===== config.mk =====
export PLATFORM = sky130hd
export DESIGN_NAME = if_fetch
export DESIGN_NICKNAME = d
export VERILOG_FILES = /design/src/rtl/if_fetch.sv
export SDC_FILE = /design/constraint.sdc
export NUM_CORES = 1
export LEC_CHECK = 0
export ABC_AREA = 1
export CAP_MARGIN = 20
export CORE_MARGIN = 2
export CORE_UTILIZATION = 50
export DETAILED_ROUTE_END_ITERATION = 10
export GPL_ROUTABILITY_DRIVEN = 1
export PLACE_DENSITY = 0.87
export SLEW_MARGIN = 10
export SYNTH_ARGS = -nofsm -noshare
export SYNTH_HDL_FRONTEND = slang
export SYNTH_SLANG_ARGS = --single-unit

===== constraint.sdc =====
create_clock -name clk -period 5.4 [get_ports clk]
set_input_delay 1.08 -clock clk [delete_from_list [all_inputs] [get_ports clk]]
set_output_delay 1.08 -clock clk [all_outputs]
set_load 0.1 [all_outputs]

===== src/rtl/if_fetch.sv =====
// rtl/if_fetch.sv - instruction-fetch stage: PC ownership, one-in-flight imem requests, stall/redirect
// Optional: define IF_ALIGN_CHECK_EN to add the if_misalign port and halt fetch on unaligned redirects.
module if_fetch #(
   parameter logic [31:0] RESET_PC = 32'h00000000,
   parameter logic [31:0] PC_STEP  = 32'd4
) (
   input  logic        clk,
   input  logic        rst,
   input  logic        stall,
   input  logic        branch_flag,
   input  logic [31:0] branch_target,
   output logic        imem_req,
   output logic [31:0] imem_addr,
   input  logic        imem_ack,
   input  logic [31:0] imem_rdata,
   output logic [31:0] if_pc,
   output logic [31:0] if_inst,
`ifdef IF_ALIGN_CHECK_EN
   output logic        if_misalign,
`endif
   output logic        if_valid
);

   typedef enum logic [1:0] {
      S_RST  = 2'd0,
      S_REQ  = 2'd1,
      S_HOLD = 2'd2
   } state_t;

   state_t      state_q;
   logic [31:0] pc_q;
   logic [31:0] addr_q;
   logic        req_q;
   logic [31:0] if_pc_q;
   logic [31:0] if_inst_q;
   logic        if_valid_q;
   logic [31:0] buf_pc_q;
   logic [31:0] buf_inst_q;
   logic        buf_valid_q;
   logic        discard_q;
   logic [31:0] pc_d;
   logic [31:0] branch_pc;

   assign pc_d = pc_q + PC_STEP;

`ifdef IF_ALIGN_CHECK_EN
   logic misalign_q;
   assign branch_pc   = branch_target;
   assign if_misalign = misalign_q;
`else
   assign branch_pc = branch_target & ~32'h3;
`endif

   always_ff @(posedge clk) begin
      if (rst) begin
         state_q     <= S_RST;
         pc_q        <= RESET_PC;
         addr_q      <= RESET_PC;
         req_q       <= 1'b0;
         if_pc_q     <= 32'h0;
         if_inst_q   <= 32'h0;
         if_valid_q  <= 1'b0;
         buf_pc_q    <= 32'h0;
         buf_inst_q  <= 32'h0;
         buf_valid_q <= 1'b0;
         discard_q   <= 1'b0;
`ifdef IF_ALIGN_CHECK_EN
         misalign_q  <= 1'b0;
`endif
      end
`ifdef IF_ALIGN_CHECK_EN
      else if (misalign_q) begin
         req_q <= 1'b0;
      end
`endif
      else if (branch_flag) begin
         if_valid_q  <= 1'b0;
         if_inst_q   <= 32'h0;
         buf_valid_q <= 1'b0;
         pc_q        <= branch_pc;
`ifdef IF_ALIGN_CHECK_EN
         if (branch_target[1:0] != 2'b00) begin
            misalign_q <= 1'b1;
            req_q      <= 1'b0;
            discard_q  <= 1'b0;
         end else
`endif
         // An unanswered request keeps its address on the bus; its word is dropped later.
         if (state_q == S_REQ && !imem_ack) begin
            discard_q <= 1'b1;
         end else begin
            discard_q <= 1'b0;
            addr_q    <= branch_pc;
            req_q     <= 1'b1;
            state_q   <= S_REQ;
         end
      end else begin
         case (state_q)
            S_RST: begin
               state_q <= S_REQ;
               req_q   <= 1'b1;
               addr_q  <= pc_q;
            end
            S_REQ: begin
               if (imem_ack) begin
                  if (discard_q) begin
                     discard_q <= 1'b0;
                     addr_q    <= pc_q;
                  end else if (!stall) begin
                     if_pc_q    <= pc_q;
                     if_inst_q  <= imem_rdata;
                     if_valid_q <= 1'b1;
                     pc_q       <= pc_d;
                     addr_q     <= pc_d;
                  end else begin
                     buf_pc_q    <= pc_q;
                     buf_inst_q  <= imem_rdata;
                     buf_valid_q <= 1'b1;
                     pc_q        <= pc_d;
                     addr_q      <= pc_d;
                     req_q       <= 1'b0;
                     state_q     <= S_HOLD;
                  end
               end else if (!stall) begin
                  if_valid_q <= 1'b0;
                  if_inst_q  <= 32'h0;
               end
            end
            S_HOLD: begin
               if (!stall) begin
                  if_pc_q     <= buf_pc_q;
                  if_inst_q   <= buf_inst_q;
                  if_valid_q  <= buf_valid_q;
                  buf_valid_q <= 1'b0;
                  addr_q      <= pc_q;
                  req_q       <= 1'b1;
                  state_q     <= S_REQ;
               end
            end
            default: begin
               state_q <= S_RST;
               req_q   <= 1'b0;
            end
         endcase
      end
   end

   assign imem_req  = req_q;
   assign imem_addr = addr_q;
   assign if_pc     = if_pc_q;
   assign if_inst   = if_inst_q;
   assign if_valid  = if_valid_q;

endmodule


## Word level (Yosys, flattened, before mapping)

Cells that the tools add are included.

| storage, ports and cells | value |
|---|---|
| input bits | 69 |
| register bits | 198 |
| output and inout port bits | 98 |
| word-level logic and storage cells | 92 |
| memories | 0 |
| latch bits | 0 |
| RAM bits | 0 |
| bits in read-only memories | 0 |

| operators by class | value |
|---|---|
| eq/ne operators | 15 |
| bitwise operators | 2 |
| magnitude comparators | 0 |
| reduce and logical (&&, ||, !) cells | 16 |
| shift-type cells | 0 |
| $mul | 0 |
| mux-type cells | 46 |
| div/mod/pow operators | 0 |
| add/subtract/negate cells | 1 |

Operators by type and width:

| cell | number |
|---|---|
| 32-bit 2-to-1 mux | 16 |
| 32-bit one-hot mux with 2 select lines | 2 |
| 32-bit one-hot mux with 3 select lines | 1 |
| 32-bit by 3-bit adder with 32-bit output (second input constant) | 1 |
| 3-bit inequality test (second input constant) | 7 |
| 5-bit AND reduction | 4 |
| 1-bit 2-to-1 mux | 17 |
| 2-bit 2-to-1 mux | 6 |
| 2-bit inequality test (second input constant) | 6 |
| 2-bit one-hot mux with 3 select lines | 1 |
| 6-bit AND reduction | 1 |
| 2-bit nonzero test | 3 |
| 1-bit one-hot mux with 2 select lines | 2 |
| 2-bit AND reduction | 2 |
| 4-bit AND reduction | 1 |
| 4-bit nonzero test | 1 |
| 1-bit one-hot mux with 3 select lines | 1 |
| 2-bit by 1-bit == test with 1-bit output (second input constant) | 1 |
| 2-bit == test (second input constant) | 1 |
| 2-bit zero test | 1 |
| 1-bit inverter | 2 |
| 2-bit OR reduction | 1 |
| 1-bit logical AND | 1 |
| 1-bit zero test | 1 |

## Longest topological paths before layout

Gate-level depths: netlist of run 1.

| logic depth | value |
|---|---|
| word-level depth | 5 |
| mapped depth | 12 |
| mapped depth without buffers | 11 |

## Worst setup path after synthesis of run 1

No wires, ideal clock.

| path | value |
|---|---|
| kind | flip-flop to flip-flop |
| start | register state_q[0] |
| end | register addr_q[22] (netlist: imem_addr[22]) |
| setup slack | 2.871 ns |
| data arrival time | 2.405 ns |
| path buffers | 2 |
| required time | 5.276 ns |
| clock period less this slack | 2.529 ns |
| cell stages (with the launch flop) | 12 |
| library setup time | 0.124 ns |
| cells stage by stage | dfxtp_1 inv_1 ha_1 buf_2 nand2_2 inv_2 o21ai_1 and3_1 inv_1 buf_4 a21oi_1 a21oi_2 |

| on the way | value |
|---|---|
| word-level cells in the longest chain between the ends | 4 |
| elaborated cells on any way between the ends | 11 |
| those cells by class | 5 x eq/ne; 2 x mux; 4 x reduce/logical |

Ends and longest elaborated chain:

| item | line | RTL |
|---|---|---|
| start, declared | 30 | `state_t state_q;` |
| start signal, assigned | 56 | `state_q <= S_RST;` |
| start signal, assigned | 95 | `state_q <= S_REQ;` |
| start signal, assigned | 100 | `state_q <= S_REQ;` |
| 2-bit by 1-bit == test with 1-bit output | 89, 98 |  |
| 1-bit logical AND | 89 | `if (state_q == S_REQ && !imem_ack) begin` |
| 2-bit inequality test (no source line) | - |  |
| 4-bit AND reduction (no source line) | - |  |
| end signal, assigned | 93 | `addr_q <= branch_pc;` |
| end signal, assigned | 102 | `addr_q <= pc_q;` |
| end signal, assigned | 108 | `addr_q <= pc_q;` |
| end, declared | 32 | `logic [31:0] addr_q;` |

Several ways; a longest one is shown, not always the timed one.
A chain may end at the register's enable or synchronous reset.

## Worst setup path after layout of run 1

| path | value |
|---|---|
| start | register state_q[0] |
| end | register if_inst_q[17] (netlist: if_inst[17]) |

| on the way | value |
|---|---|
| word-level cells in the longest chain between the ends | 3 |
| elaborated cells on any way between the ends | 9 |
| those cells by class | 6 x eq/ne; 1 x mux; 2 x reduce/logical |

Ends and longest elaborated chain:

| item | line | RTL |
|---|---|---|
| 2-bit by 1-bit == test with 1-bit output / 2-bit == test (equally long branches) | 98 | `case (state_q)` |
| 3-bit inequality test (no source line) (tied with other cells) | - |  |
| 5-bit AND reduction (no source line) | - |  |
| end signal, assigned | 111 | `if_inst_q <= imem_rdata;` |
| end signal, assigned | 132 | `if_inst_q <= buf_inst_q;` |
| end, declared | 35 | `logic [31:0] if_inst_q;` |

Several ways; a longest one is shown, not always the timed one.

==> summary.md, run 1 <==
| Metric | Value |
|---|---|
| Flop-to-flop setup slack | 2.02 ns |
| Vias in the first global route | 8,275 |
| Vias post-DR | 9,217 |
| GRT Residual Overflow | 0 |
| Fmax | 0.296 GHz |
| Post-Syn Area | 0.00905 mm² |
| WP depth | 8 |
| R2R depth | 8 |
| #FFs+latches synth | 189 |
| CTS sink cnt | 189 |
| CP startpoint kind | flop |
| Synth top area cells | dfxtp_1 42%, a21oi_1 11%, o21ai_0 10% |
| CTS Hold Bufs | 0 |
| Core area | 0.0178 mm² |
| Leak pwr | 4.07 nW |
| Mux cell area share after synthesis | 0% |
| CP bufs+invs | 3 |
| CP Max Fanout | 62 |
| Main combinational cell family by area after synthesis | compound AO/OA/AOI/OAI gates |
| Worst VDD drop | 0.254 mV |
| Synth unique cells | 36 |
| Clk_skew | 0.00698 ns |
| Total GRT Usage | 25.8% |
| Req. time, crit path | 5.75 ns |
| CP startpoint | state_q[0] |
| FILL cells | 1,600 |
| CP max stage cell | inv_2 |
| Global-route wire length before repair | 41.2 mm |
| Tightest Pin Transition | 1.05 ns |
| Setup Viol. Count Final | 0 |
| I/O Pins | 167 |
| Simple-Gate Fraction of Synth Area | 18.5% |
| Detailed Route WL | 25.4 mm |
| PortBufs | 160 |
| Via/cell ratio | 5.67 |
| Antenna violations before repair | 0 |
| Avg Synthesized Cell Area | 6.99 µm² |
| Slew margin rel. | 29.5% |
| Hold slack final | 0.446 ns |
| Post-Synth Adder-Cell Area | 0.691% |
| Horiz. Die Dim | 139 µm |
| CTS tree | yes |
| Post-synth top area share | 41.8% |
| Final min period | 3.38 ns |
| Top cell type by total area after synthesis | dfxtp_1 |
| Status | complete, no violations |
| Layout area overhead | 22.9% |
| Hold Vio Cnt, Final | 0 |
| Hold Path Class | flop to flop |
| Worst setup EP type | flop |
| Ys Warns | 0 |
| CP Cell Sequence | inv_1 -> ha_2 -> inv_2 -> a211oi_2 -> nand2_1 -> inv_2 -> o21ai_0 -> a31oi_1 |
| Largest net degree at the start of global routing | 91 |
| Utilization after layout | 62.4% |
| Clock Path Buffers | 2 |
| Worst Setup EP | if_inst[17] |
| Drt pass-1 iters | 6 |
| Most frequent cells in the layout | 212 x nand2_1, 196 x a21oi_1, 189 x dfxtp_1 |
| WS Path Type | flop to flop |
| # H-tree levels | 4 |
| Syn Inst Count | 1,295 |
| Reg clk slew, reported paths | 0.07 ns |
| RSZ-0062 raised after global routing | false |
| Most common cell on crit path | inv_2 |
| Worst R2R Start | state_q[0] |
| Max-cap violations | 0 |
| Hpwl dp | 16.5 mm |
| Total CTS buffers | 17 |
| Critical Path Max Stage Delay | 0.70 ns |
| Worst Path Arrival | 3.73 ns |
| Post-CTS Setup Bufs | 0 |
| Share of cells above drive strength 1 | 5.58% |
| DIE AREA | 0.0192 mm² |
| Nets@finish | 1,458 |
| Row cnt | 49 |
| Root Buffer | clkbuf_16 |
| Post-route ant nets | 0 |
| 1st-iter DRT viols | 934 |
| WL/cell | 15.6 µm |
| Drt drc | 0 |
| Synth Area in XOR/XNOR | 1.26% |
| Crit-path leading delay family | buffers and inverters |
| Starting Density | 50.7% |
| R2r endpoint | if_inst[17] |
| Compound-Gate Fraction of Synth Area | 27.4% |
| Tcrit/Tclk final | 62.6% |
| Commonest non-fill, non-tap cell in the layout | nand2_1 |
| GPL Wtd Cong | 0.914 |
| PwrDens | 395 mW/mm² |
| Chip height | 139 µm |
| Register area share after synthesis | 41.8% |
| CTS resizes | 0 |
| Slew Viols, Final | 0 |
| Clock latency on the worst-skew pair | 0.43 ns |
| Setup total negative slack | 0 ns |
[through the flow]
stage | std cells | setup slack (ns) | power, mW | area [µm²]
floorplan | 1298 | 2.87 | 2.83 | 9060
global placement | 1593 | 1.97 | 3.17 | 10600
detailed placement | 1594 | 1.91 | 3.19 | 10600
CTS | 1626 | 2.03 | 4.40 | 11100
global route | 1626 | 1.79 | 4.57 | 11100
finish | 1627 | 2.02 | 4.39 | 11100
[worst min path at each step]
| stage | from | to | slack [ns] | depth (start not counted) |
|---|---|---|---|---|
| floorplan | buf_inst_q[0] | buf_inst_q[0] | 0.42 | 2 |
| global placement | buf_pc_q[12] | buf_pc_q[12] | 0.43 | 2 |
| detailed placement | buf_inst_q[31] | buf_inst_q[31] | 0.44 | 2 |
| CTS | buf_pc_q[22] | buf_pc_q[22] | 0.45 | 2 |
| global route | buf_pc_q[21] | buf_pc_q[21] | 0.46 | 2 |
| finish | buf_pc_q[21] | buf_pc_q[21] | 0.45 | 2 |
[sequential cells by signal (all words and copies together), names as in the netlist]
register and cells:
buf_inst_q 32, buf_pc_q 30, buf_valid_q 1, discard_q 1, if_inst 32, if_pc 30, if_valid 1, imem_addr 30
pc_q 30, state_q 2
[layer usage]
metal	routed length, µm	GRT usage (%)
met1	11100	35.4
met5	0	0
met4	514	8.70
met3	2270	4.80
met2	11500	41.0
[logic make-up after synthesis]
family,count (synthesis)
fa+ha+maj,5
xor+xnor,13
buf+inv,223
other cells,1
compound gates,473
flops,189
simple gates,391
[Yosys cell counts]
library cell / instances
a2111oi_0: 1
a211oi_1: 2
a211oi_2: 1
a21oi_1: 196
a21oi_2: 1
a31oi_1: 57
and3_1: 2
buf_1: 4
buf_2: 31
buf_4: 12
buf_6: 2
clkbuf_1: 55
clkinv_1: 2
conb_1: 1
dfxtp_1: 189
ha_1: 5
inv_1: 105
inv_2: 12
nand2_1: 212
nand2_2: 4
nand3_1: 65
nand3_2: 3
nand3_4: 1
nand4_1: 5
nor2_1: 83
nor2_2: 5
nor2_4: 4
nor3_1: 5
nor3_2: 1
nor3_4: 1
o211ai_1: 3
o21ai_0: 186
o21ai_1: 24
o21ba_1: 2
xnor2_1: 2
xor2_1: 11
[tightest hold or removal path, delay by kind of cell (launching register included)]
family	cells	cell delay [ns]
flops	1	0.31
buf+inv	1	0.05
compound gates	1	0.05
[layout make-up]
cell class | count | area (µm²) | share of cell area, %
multi-input cells | 886 | 4360 | 39.2
flip-flops and latches | 189 | 3780 | 34.0
repair buffers | 171 | 1690 | 15.2
clock buffers | 21 | 450 | 4.05
inverters | 119 | 448 | 4.02
well taps | 229 | 287 | 2.57
clock inverters | 11 | 110 | 0.989
diodes | 1 | 2.50 | 0.0225
[where the power goes]
| part | switching (mW) | leakage, nW | internal (mW) |
|---|---|---|---|
| logic | 1.17 | 2.26 | 0.365 |
| clock network | 0.562 | 0.270 | 0.655 |
| registers | 0.104 | 1.55 | 1.54 |
| total | 1.84 | 4.07 | 2.56 |
Power figures use the tool's default switching activity.
==> run 2, diff against run 1 <==
==> constraint.sdc (replaced) <==
create_clock -name clk -period 3.5 [get_ports clk]
set_input_delay 0.7 -clock clk [delete_from_list [all_inputs] [get_ports clk]]
set_output_delay 0.7 -clock clk [all_outputs]
set_load 0.1 [all_outputs]
==> summary.md, run 2 (same netlist as run 1, synthesis figures left out) <==
| Metric | Value |
|---|---|
| Hold path cells | 2 |
| CP max stage cell | clkdlybuf4s50_1 |
| Hold_sp | buf_inst_q[24] |
| Hold Vio Cnt, Final | 0 |
| Drt drc | 0 |
| Reg clk slew, reported paths | 0.06 ns |
| Total GRT Usage | 25.3% |
| Crit-path leading delay family | buffers and inverters |
| Req. time, crit path | 2.80 ns |
| Leak pwr | 4.12 nW |
| Vias in the first global route | 8,094 |
| CP Cell Sequence | clkdlybuf4s50_1 |
| Share of cells above drive strength 1 | 6.28% |
| Worst R2R Start | discard_q |
| Row cnt | 49 |
| Clock Path Buffers | 2 |
| Chip height | 139 µm |
| R2R depth | 9 |
| Setup ws final | 0.839 ns |
| Antenna violations before repair | 0 |
| PortBufs | 160 |
| Layout area overhead | 23.6% |
| Post-CTS Setup Bufs | 0 |
| Root Buffer | clkbuf_16 |
| DIE AREA | 0.0192 mm² |
| Global-route wire length before repair | 40.5 mm |
| CP bufs+invs | 1 |
| Status | complete, no violations |
| Slew margin rel. | 31.9% |
| CTS Hold Bufs | 0 |
| I/O Pins | 167 |
| Setup Viol. Count Final | 0 |
| Total CTS buffers | 17 |
| Horiz. Die Dim | 139 µm |
| Largest net degree at the start of global routing | 149 |
| Post-place instance area | 0.0106 mm² |
| Most frequent cells in the layout | 212 x nand2_1, 196 x a21oi_1, 189 x dfxtp_1 |
| PwrDens | 602 mW/mm² |
| Tcrit/Tclk final | 76.0% |
| Nets@finish | 1,464 |
| WHS Endpoint | buf_inst_q[24] |
| Clk_skew | 0.0100 ns |
| Fmax | 0.376 GHz |
| Tightest Pin Transition | 1.02 ns |
| R2r endpoint | if_inst[17] |
| CP startpoint kind | flop |
| Drt pass-1 iters | 9 |
| Clock latency on the worst-skew pair | 0.43 ns |
| Max-cap violations | 0 |
| Post-Layout Inst Area | 0.0112 mm² |
| Final min period | 2.66 ns |
| Hold Path Class | flop to flop |
| Flop-to-flop setup slack | 0.93 ns |
| Worst Path Arrival | 1.96 ns |
| Hpwl dp | 16.2 mm |
| WS Path Type | flop to output port |
| # H-tree levels | 4 |
| Via/cell ratio | 5.61 |
| CP Max Fanout | 2 |
| Starting Density | 50.7% |
| RSZ-0062 raised after global routing | false |
| CTS resizes | 0 |
| Critical Path Max Stage Delay | 1.16 ns |
| Worst VDD drop | 0.398 mV |
| Worst setup EP type | output port |
| Pre-CTS setup slack | 0.813 ns |
| GPL Wtd Cong | 0.953 |
| Core area | 0.0178 mm² |
| Slew Viols, Final | 0 |
| GRT Residual Overflow | 0 |
| Vias post-DR | 9,153 |
| CTS tree | yes |
| WL/cell | 15.2 µm |
| Commonest non-fill, non-tap cell in the layout | nand2_1 |
| Post-route ant nets | 0 |
| CTS sink cnt | 189 |
| Setup total negative slack | 0 ns |
| 1st-iter DRT viols | 836 |
| Number of antenna diodes | 0 |
| Detailed Route WL | 24.8 mm |
-- run 2: changes by cell type in the layout (fill, tap and decap cells not counted) --
cell,change
clkbuf_1,-2
clkdlybuf4s50_1,-3
buf_12,+4
inv_8,-1
diode_2,-1
inv_6,+1
clkinv_2,+2
buf_4,+6
clkbuf_8,-1
buf_8,-1
-- run 2: where the power goes --
part	switching (mW)	total [mW]	leakage (nW)	internal (mW)
registers	0.159	2.53	1.55	2.37
logic	1.80	2.38	2.31	0.579
clock network	0.854	1.84	0.267	0.982
total	2.81	6.74	4.12	3.93
-- run 2: layer usage --
metal	track usage [%]	up-vias	routed length, µm
li1	-	4537	-
met1	35.6	4179	11100
met2	39.7	386	11100
met3	4.56	51	1930
met4	7.68	0	547
met5	0	-	0
-- run 2: final cells by class --
type                    instances  area (µm²)
repair buffers                177        1770
well taps                     229         287
clock buffers                  18         429
flip-flops and latches        189        3780
clock inverters                13         118
fillers                      1555        6650
multi-input cells             886        4360
inverters                     119         448
-- run 2: through the flow --
stage / util [%] / instances / power, mW / hold WS (ns)
after floorplan: - / 1298 / 4.37 / 0.424
after CTS: 62.7 / 1631 / 6.76 / 0.447
after global placement: 59.7 / 1600 / 4.90 / 0.432
after detailed placement: 59.7 / 1600 / 4.93 / 0.437
final: 62.7 / 1631 / 6.74 / 0.445
after global routing: 62.7 / 1631 / 7.02 / 0.464
-- run 2: worst max-delay path by stage --
stage | to | slack, ns | cells past startpoint | startpoint
final | if_pc[15] | 0.84 | 1 | if_pc[15]
after global routing | if_inst[17] | 0.76 | 9 | discard_q
after CTS | if_pc[15] | 0.81 | 1 | if_pc[15]
after detailed placement | if_inst[23] | 0.81 | 9 | stall
after global placement | pc_q[17] | 0.85 | 8 | imem_ack
after floorplan | imem_addr[22] | 0.97 | 11 | state_q[0]
==> run 3, diff against run 2 <==
==> constraint.sdc (replaced) <==
create_clock -name clk -period 2.5 [get_ports clk]
set_input_delay 0.5 -clock clk [delete_from_list [all_inputs] [get_ports clk]]
set_output_delay 0.5 -clock clk [all_outputs]
set_load 0.1 [all_outputs]
==> summary.md, run 3 (same netlist as run 1, synthesis figures left out) <==
| Metric | Value |
|---|---|
| Clock Path Buffers | 2 |
| Core area | 0.0178 mm² |
| Setup total negative slack | 0 ns |
| WS Path Type | flop to flop |
| Starting Density | 50.7% |
| Total GRT Usage | 25.6% |
| Vias in the first global route | 8,138 |
| Via/cell ratio | 5.55 |
| Nets@finish | 1,472 |
| # H-tree levels | 4 |
| CP startpoint kind | flop |
| Flop-to-flop setup slack | 0.26 ns |
| Horiz. Die Dim | 139 µm |
| Detailed Route WL | 25.0 mm |
| Worst VDD drop | 0.607 mV |
| Largest net degree at the start of global routing | 87 |
| Chip height | 139 µm |
| Final min period | 2.24 ns |
| Row cnt | 49 |
| Hold Path Class | flop to flop |
| Drt drc | 0 |
| Post-Layout Inst Area | 0.0111 mm² |
| CP Cell Sequence | inv_1 -> ha_1 -> inv_2 -> buf_4 -> o211ai_1 -> inv_2 -> nand4_1 -> inv_2 -> buf_4 -> o21ai_0 -> a31oi_1 |
| WL/cell | 15.2 µm |
| Post-place instance area | 0.0105 mm² |
| Post-route ant nets | 0 |
| Critical Path Max Stage Delay | 0.37 ns |
| Setup Viol. Count Final | 0 |
| FILL cells | 1,584 |
| Global-route wire length before repair | 40.9 mm |
| Hpwl dp | 16.8 mm |
| Slew Viols, Final | 0 |
| Most frequent cells in the layout | 212 x nand2_1, 196 x a21oi_1, 188 x dfxtp_1 |
| Antenna violations before repair | 0 |
| Hold Vio Cnt, Final | 0 |
| Status | complete, no violations |
| PortBufs | 160 |
| Most common cell on crit path | inv_2 |
| PwrDens | 862 mW/mm² |
| CTS Hold Bufs | 0 |
| Vias post-DR | 9,107 |
| RSZ-0062 raised after global routing | false |
| CP max stage cell | buf_4 |
| Root Buffer | clkbuf_16 |
| Leak pwr | 4.36 nW |
| I/O Pins | 167 |
| Slew margin rel. | 51.9% |
| Hold slack final | 0.444 ns |
| Layout area overhead | 22.7% |
| Clk_skew | 0.0132 ns |
| CTS sink cnt | 189 |
| GPL Wtd Cong | 0.920 |
| Worst setup EP type | flop |
| 1st-iter DRT viols | 860 |
| Total CTS buffers | 17 |
| Max-cap violations | 0 |
| CP Max Fanout | 36 |
| Worst Path Arrival | 2.59 ns |
| Tightest Pin Transition | 0.721 ns |
| Reg clk slew, reported paths | 0.07 ns |
| CTS tree | yes |
| Tcrit/Tclk final | 89.7% |
| Drt pass-1 iters | 7 |
| Share of cells above drive strength 1 | 13.5% |
| GRT Residual Overflow | 0 |
| Commonest non-fill, non-tap cell in the layout | nand2_1 |
| DIE AREA | 0.0192 mm² |
| Fmax | 0.446 GHz |
| CTS resizes | 0 |
| Clock latency on the worst-skew pair | 0.44 ns |
| Post-CTS Setup Bufs | 0 |
| Req. time, crit path | 2.85 ns |
==> run 3: cell count changes in the layout (fill, tap and decap cells not counted), moves of 2 or more <==
cell | previous run | this run
buf_12 | 4 | 6
buf_4 | 16 | 113
clkdlybuf4s50_1 | 156 | 65
clkinv_2 | 5 | 2
clkinv_8 | 0 | 2
inv_8 | 0 | 4
==> run 3: final timing paths <==
kind,start,end,cells after the start
min reg2reg,buf_inst_q[23],buf_inst_q[23],2
max reg2reg,state_q[1],if_pc[6],11
min,buf_inst_q[23],buf_inst_q[23],2
max,state_q[1],if_pc[6],11
==> run 3: per-layer routing <==
| layer | global-route usage (%) | wire [µm] | part of all wire, % | vias up |
|---|---|---|---|---|
| met5 | 0 | 0 | 0 | - |
| met4 | 7.73 | 460 | 1.8 | 0 |
| met3 | 4.01 | 1980 | 7.9 | 40 |
| met2 | 40.5 | 11400 | 46 | 411 |
| met1 | 36.2 | 11100 | 45 | 4103 |
| li1 | - | - | - | 4553 |
==> run 3: final cells by class <==
cell class	instances	area, µm²	area share [%]
Antenna cell	1	2.50	0.0225
Clock buffer	17	425	3.83
Clock inverter	15	173	1.55
Inverter	119	448	4.03
Multi-Input combinational cell	886	4360	39.3
Sequential cell	189	3780	34.1
Tap cell	229	287	2.58
Timing Repair Buffer	185	1620	14.6
==> run 3: where the power goes <==
part	internal, mW	switching, mW	leakage (nW)	total, mW
combinational	0.766	2.54	2.52	3.30
clock	1.43	1.30	0.292	2.73
sequential	3.32	0.223	1.55	3.54
total	5.51	4.06	4.36	9.57
==> run 3: worst max-delay path: cells and delay by family (launching register included) <==
kind | cells | cell delay, ns
AO/OA/AOI/OAI | 3 | 0.45
adder cells (fa/ha/maj) | 1 | 0.27
buffers and inverters | 6 | 1.00
flip-flops | 1 | 0.33
AND/OR/NAND/NOR | 1 | 0.10
==> run 3: through the flow <==
| stage | total power, mW | setup WS, ns | utilization, % | cells |
|---|---|---|---|---|
| finish | 9.57 | 0.258 | 62.2 | 1641 |
| global route | 9.97 | 0.0475 | 62.2 | 1640 |
| CTS | 9.61 | 0.244 | 62.2 | 1640 |
| detailed placement | 6.88 | 0.161 | 58.9 | 1608 |
| global placement | 6.83 | 0.206 | 58.9 | 1608 |
| floorplan | 6.11 | 0.339 | - | 1298 |
